`config.mk`:
```
export PLATFORM = sky130hd
export DESIGN_NAME = icache_ctrl
export DESIGN_NICKNAME = d
export VERILOG_FILES = /design/src/rtl/icache_ctrl.sv
export SDC_FILE = /design/constraint.sdc
export NUM_CORES = 1
export LEC_CHECK = 0
export ABC_AREA = 1
export BUFFER_PORTS_ARGS = -buffer_cell sky130_fd_sc_hd__buf_4
export CELL_PAD_IN_SITES_DETAIL_PLACEMENT = 0
export CELL_PAD_IN_SITES_GLOBAL_PLACEMENT = 1
export CORE_AREA = 2 2 151 153
export CTS_BUF_LIST = sky130_fd_sc_hd__clkbuf_8 sky130_fd_sc_hd__clkbuf_16
export DETAILED_ROUTE_END_ITERATION = 12
export DIE_AREA = 0 0 153 155
export PLACE_DENSITY_LB_ADDON = 0.05
export SETUP_SLACK_MARGIN = 0.3
export SYNTH_ARGS = -nofsm -noshare
export SYNTH_HDL_FRONTEND = slang
export SYNTH_SLANG_ARGS = --single-unit
```
`constraint.sdc`:
```
create_clock -name clk_i -period 1.4 [get_ports clk_i]
set_clock_uncertainty 0.1 [all_clocks]
set_input_delay 0.07 -clock clk_i [delete_from_list [all_inputs] [get_ports clk_i]]
set_output_delay 0.07 -clock clk_i [all_outputs]
set_load 0.02 [all_outputs]
```
`src/rtl/icache_ctrl.sv`:
```
// Direct-mapped instruction cache controller driving external single-port tag and data SRAMs.
// Misses refill a whole line in word order and forward the requested word as it arrives.
module icache_ctrl #(
  parameter int unsigned ADDR_W     = 32,
  parameter int unsigned DATA_W     = 64,
  parameter int unsigned NUM_SETS   = 256,
  parameter int unsigned LINE_WORDS = 4,
  localparam int unsigned OFF_W      = $clog2(DATA_W / 8),
  localparam int unsigned WORD_W     = $clog2(LINE_WORDS),
  localparam int unsigned IDX_W      = $clog2(NUM_SETS),
  localparam int unsigned LINE_OFF_W = OFF_W + WORD_W,
  localparam int unsigned TAG_W      = ADDR_W - IDX_W - LINE_OFF_W,
  localparam int unsigned DADDR_W    = IDX_W + WORD_W
) (
  input  logic               clk_i,
  input  logic               rst_ni,
  input  logic               fetch_req_i,
  input  logic [ADDR_W-1:0]  fetch_addr_i,
  output logic               fetch_gnt_o,
  output logic               fetch_rvalid_o,
  output logic [DATA_W-1:0]  fetch_rdata_o,
  input  logic               flush_i,
  output logic               mem_req_o,
  output logic [ADDR_W-1:0]  mem_addr_o,
  input  logic               mem_gnt_i,
  input  logic               mem_rvalid_i,
  input  logic [DATA_W-1:0]  mem_rdata_i,
  output logic               tag_req_o,
  output logic               tag_we_o,
  output logic [IDX_W-1:0]   tag_addr_o,
  output logic [TAG_W:0]     tag_wdata_o,
  input  logic [TAG_W:0]     tag_rdata_i,
  output logic               data_req_o,
  output logic               data_we_o,
  output logic [DADDR_W-1:0] data_addr_o,
  output logic [DATA_W-1:0]  data_wdata_o,
  input  logic [DATA_W-1:0]  data_rdata_i
);

  typedef enum logic [2:0] {IDLE, LOOKUP, MISS_REQ, REFILL, FLUSH} state_e;

  state_e                 state_q, state_d;
  logic                   flush_pending_q, flush_pending_d;
  logic [ADDR_W-1:OFF_W]  addr_q, addr_d;
  logic [WORD_W-1:0]      beat_q, beat_d;
  logic [IDX_W-1:0]       flush_idx_q, flush_idx_d;

  logic [IDX_W-1:0]  idx_q, f_idx;
  logic [WORD_W-1:0] word_q, f_word;
  logic [TAG_W-1:0]  tag_q;
  logic              hit, last_beat, unused_addr_bits;

  assign idx_q            = addr_q[LINE_OFF_W +: IDX_W];
  assign word_q           = addr_q[OFF_W +: WORD_W];
  assign tag_q            = addr_q[ADDR_W-1 -: TAG_W];
  assign f_idx            = fetch_addr_i[LINE_OFF_W +: IDX_W];
  assign f_word           = fetch_addr_i[OFF_W +: WORD_W];
  assign unused_addr_bits = ^fetch_addr_i[OFF_W-1:0];

  assign hit       = tag_rdata_i[TAG_W] && (tag_rdata_i[TAG_W-1:0] == tag_q);
  assign last_beat = (beat_q == WORD_W'(LINE_WORDS - 1));
  // A pending flush blocks new fetches so it is serviced before the next lookup.
  assign fetch_gnt_o = (state_q == IDLE) && fetch_req_i && !flush_pending_q;

  always_ff @(posedge clk_i or negedge rst_ni) begin
    if (!rst_ni) begin
      state_q         <= IDLE;
      flush_pending_q <= 1'b0;
      addr_q          <= '0;
      beat_q          <= '0;
      flush_idx_q     <= '0;
    end else begin
      state_q         <= state_d;
      flush_pending_q <= flush_pending_d;
      addr_q          <= addr_d;
      beat_q          <= beat_d;
      flush_idx_q     <= flush_idx_d;
    end
  end

  always_comb begin
    state_d         = state_q;
    flush_pending_d = flush_pending_q | flush_i;
    addr_d          = addr_q;
    beat_d          = beat_q;
    flush_idx_d     = flush_idx_q;
    case (state_q)
      IDLE: begin
        flush_idx_d = '0;
        if (flush_pending_q) begin
          state_d = FLUSH;
        end else if (fetch_req_i) begin
          state_d = LOOKUP;
          addr_d  = fetch_addr_i[ADDR_W-1:OFF_W];
        end
      end
      LOOKUP:   state_d = hit ? IDLE : MISS_REQ;
      MISS_REQ: begin
        if (mem_gnt_i) begin
          state_d = REFILL;
          beat_d  = '0;
        end
      end
      REFILL: begin
        if (mem_rvalid_i) begin
          beat_d = beat_q + WORD_W'(1);
          if (last_beat) state_d = IDLE;
        end
      end
      FLUSH: begin
        flush_idx_d = flush_idx_q + IDX_W'(1);
        if (flush_idx_q == IDX_W'(NUM_SETS - 1)) begin
          state_d         = IDLE;
          // a pulse landing on the final flush cycle still needs its own pass
          flush_pending_d = flush_i;
        end
      end
      default: state_d = IDLE;
    endcase
  end

  always_comb begin
    fetch_rvalid_o = 1'b0;
    fetch_rdata_o  = '0;
    mem_req_o      = 1'b0;
    mem_addr_o     = '0;
    tag_req_o      = 1'b0;
    tag_we_o       = 1'b0;
    tag_addr_o     = '0;
    tag_wdata_o    = '0;
    data_req_o     = 1'b0;
    data_we_o      = 1'b0;
    data_addr_o    = '0;
    data_wdata_o   = '0;
    case (state_q)
      IDLE: begin
        if (fetch_gnt_o) begin
          tag_req_o   = 1'b1;
          tag_addr_o  = f_idx;
          data_req_o  = 1'b1;
          data_addr_o = {f_idx, f_word};
        end
      end
      LOOKUP: begin
        if (hit) begin
          fetch_rvalid_o = 1'b1;
          fetch_rdata_o  = data_rdata_i;
        end
      end
      MISS_REQ: begin
        mem_req_o  = 1'b1;
        mem_addr_o = {addr_q[ADDR_W-1:LINE_OFF_W], {LINE_OFF_W{1'b0}}};
      end
      REFILL: begin
        if (mem_rvalid_i) begin
          data_req_o   = 1'b1;
          data_we_o    = 1'b1;
          data_addr_o  = {idx_q, beat_q};
          data_wdata_o = mem_rdata_i;
          if (beat_q == word_q) begin
            fetch_rvalid_o = 1'b1;
            fetch_rdata_o  = mem_rdata_i;
          end
          // the tag goes valid only once the whole line is in the data SRAM
          if (last_beat) begin
            tag_req_o   = 1'b1;
            tag_we_o    = 1'b1;
            tag_addr_o  = idx_q;
            tag_wdata_o = {1'b1, tag_q};
          end
        end
      end
      FLUSH: begin
        tag_req_o  = 1'b1;
        tag_we_o   = 1'b1;
        tag_addr_o = flush_idx_q;
      end
      default: ;
    endcase
  end

endmodule

```
==> qor.yml <==
synthesis:
  yosysUniqueCellTypes: 32
  synth_top_area_share_pct: 26.5
  ys_seq_elements: 43
  yosys_warnings: 0
  synth_edf_count: 0
  syn_area_per_cell_um2: 5.46
  syn-cell-area_mm2: 0.00408
  syn_inst: 747
  synth.largest_area_cell: "nand2_1"
  synthArstFlopShare_pct: 100
  synth.area.top_cells: "nand2_1 (27%), dfrtp_1 (26%), nor2_1 (12%)"
  synth_seq_area_share_pct: 26.4
  ys.flop_type: "dfrtp_1"
timing:
  rsz0062_at_grt: "yes"
  hold_slack_ns: -0.105
  hold_viol: 4
  setup_viol: 240
  layout_setup_ws_ns: -0.697
  timing.fmax_mhz: 477
  fin_crit_sh_pct: 150
  slew_violations: 0
  fin_crit_ns: 2.10
power_and_ir_drop:
  swShare_pct: 28.9
  p_seq_share_pct: 37.1
  ir_worst_vdd_mv: 0.394
  leakagePower_nw: 6.23
  power-per-cell-area_mw_per_mm2: 287
  power_switching_mw: 1.03
  combPwrFrac_pct: 29.2
  intPower_mw: 2.54
  clkPwrFrac_pct: 33.7
route:
  ant_nets: 0
  wirelength_mm: 28.1
  firstDrtPassIters: 5
  remaining_drc_errors: 0
  vias_per_cell: 4.33
  avgRoutedWirePerCell_um: 17.2
  drt_iter0_drc: 277
  vias: 7064
place:
  place_area_mm2: 0.00898
  dp.cells: 1525
  gp_congestion: 0.827
  place_ws_ns: -0.368
  hpwl_mm: 20.4
  io_buffers: 382
floorplanning:
  start_util_pct: 18.4
  rows: 55
  io_pins: 391
  die_area_mm2: 0.0237
  coreArea_mm2: 0.0222
  die_h_um: 155
  die_w_um: 153
cells_and_area:
  antenna_cells: 0
  syn_to_final_growth_pct: 206
  drive_gt1_share_pct: 66.3
  layout_common_cells: "buf_4 (315), buf_6 (255), nand2_1 (235)"
  final_cell_area_mm2: 0.0125
  final_core_util_pct: 56.1
  instances_no_fill: 1633
  final_common_cell: "buf_4"
  nNetsFinal: 1536
clocking:
  hold_buffers: 21
  cts.sinks: 43
  clk_path_buf_depth: 2
  cts_buffers: 5
  cts_tree: "built"
  clock_latency_ns: 0.29
  root_buffer: "clkbuf_16"
  htree_levels: 2
  path_clk_slew_ns: 0.06
run_status:
  status: "complete, but fails checks"
  violations: "negative hold slack, negative setup slack"
critical_path:
  crit_path_end_kind: "output port"
  cp.required_ns: 1.23
  path_class: "flop to output port"
  crit_path_start_kind: "flop"
  cp_max_fo: 5
  cp.arrival_ns: 1.93
global_routing:
  grt.total_usage_pct: 21.1
  antenna_found_initial: 1
  overflow: 0
  grt_pass1_vias: 6761
  grt_pass1_wl_mm: 39.4
  grt_max_degree: 29
hold_path:
  hp-class: "input port to flop"
run:
  drv_cap: 0
==> path summary, 6_finish.rpt <==
| kind | startpoint | endpoint | slack [ns] | cells past startpoint |
|---|---|---|---|---|
| worst min-delay path | fetch_addr_i[4] | addr_q[4] | -0.11 | 3 |
| max in group asynchronous | rst_ni | addr_q[25] | 0.64 | 3 |
| worst max register to register | state_q[1] | addr_q[13] | -0.63 | 13 |
| worst max-delay path | state_q[1] | tag_addr_o[7] | -0.70 | 11 |
| min in group asynchronous | rst_ni | addr_q[6] | 0.13 | 2 |
| worst min register to register | addr_q[3] | addr_q[3] | 0.46 | 2 |
==> logic make-up (layout without fill, tap and decap cells) <==
| group | after synthesis | count (layout) | share of synthesized area [%] |
|---|---|---|---|
| adders and majority gates | 2 | 2 | 0.613 |
| other | 1 | 5 | 0.0919 |
| DFF | 43 | 43 | 26.4 |
| AOI/OAI and AO/OA | 70 | 70 | 9.45 |
| and+or+nand+nor | 507 | 508 | 50.2 |
| buffers and inverters | 120 | 716 | 12.4 |
| xor gates and xnor gates | 4 | 4 | 0.859 |
==> routing by layer <==
| layer | share of wire [%] | wire [µm] | up-vias | track usage (%) |
|---|---|---|---|---|
| met5 | 0.057 | 16 | - | 0 |
| met4 | 1.7 | 467 | 2 | 4.23 |
| met3 | 4.8 | 1350 | 27 | 4.37 |
| met2 | 52 | 14700 | 204 | 37.4 |
| met1 | 41 | 11700 | 3281 | 26.7 |
| li1 | - | - | 3550 | - |
==> cell usage after synthesis (2+ instances only) <==
cell type / number
a21oi_1: 6
ha_1: 2
nor2_2: 2
o211ai_1: 6
nand3_1: 78
o21ai_1: 4
inv_1: 63
o22ai_1: 2
buf_2: 24
dfrtp_1: 43
inv_2: 4
o21ai_0: 47
buf_4: 7
nand2_1: 288
nor2_1: 128
xnor2_1: 3
clkbuf_1: 21
nor3_1: 4
or2_2: 2
==> metrics by stage <==
step / power (mW) / setup TNS (ns)
final: 3.57 / -127.51
after detailed placement: 2.23 / -55.48
after global routing: 3.76 / -152.33
after CTS: 3.51 / -117.42
after floorplan: 1.66 / -39.24
after global placement: 2.23 / -55.34
==> critical path, cell delays in order, from the launching register on <==
cell and delay (ns):
dfrtp_1 0.41, nor2_2 0.17, inv_2 0.08, nor2_4 0.11
inv_2 0.07, nor3_4 0.14, buf_4 0.14, buf_6 0.11
buf_16 0.13, nand2_4 0.06, o221ai_2 0.07, buf_6 0.15
==> power by group through the flow <==
| stage | clock [mW] | combinational [mW] | sequential [mW] |
|---|---|---|---|
| global placement | 0 | 0.881 | 1.35 |
| finish | 1.20 | 1.04 | 1.33 |
| global route | 1.29 | 1.14 | 1.33 |
| floorplan | 0 | 0.318 | 1.34 |
| CTS | 1.23 | 0.964 | 1.32 |
| detailed placement | 0 | 0.887 | 1.35 |
==> area by class of cell <==
class	instances	area (µm²)
Clock buffer	6	139
Clock inverter	1	5.00
Fill cell	2150	9760
Inverter	67	274
Multi-Input combinational cell	589	4070
Sequential cell	43	1080
Tap cell	285	357
Timing Repair Buffer	642	6540
==> timing repair <==
action	4_1_cts	5_1_grt
setup buffers	27	31
cloned	9	13
pin swaps	10	43
gates resized for setup	212	375
hold endpoints to repair	72	4
setup endpoints to repair	243	243
==> sequential cells by signal, summed over array words and instances, names as in the netlist <==
| name | flops |
|---|---|
| flush_pending_q | 1 |
| addr_q | 29 |
| state_q | 3 |
| flush_idx_q | 8 |
| beat_q | 2 |
No activity file was read; power rests on OpenSTA's default activity.
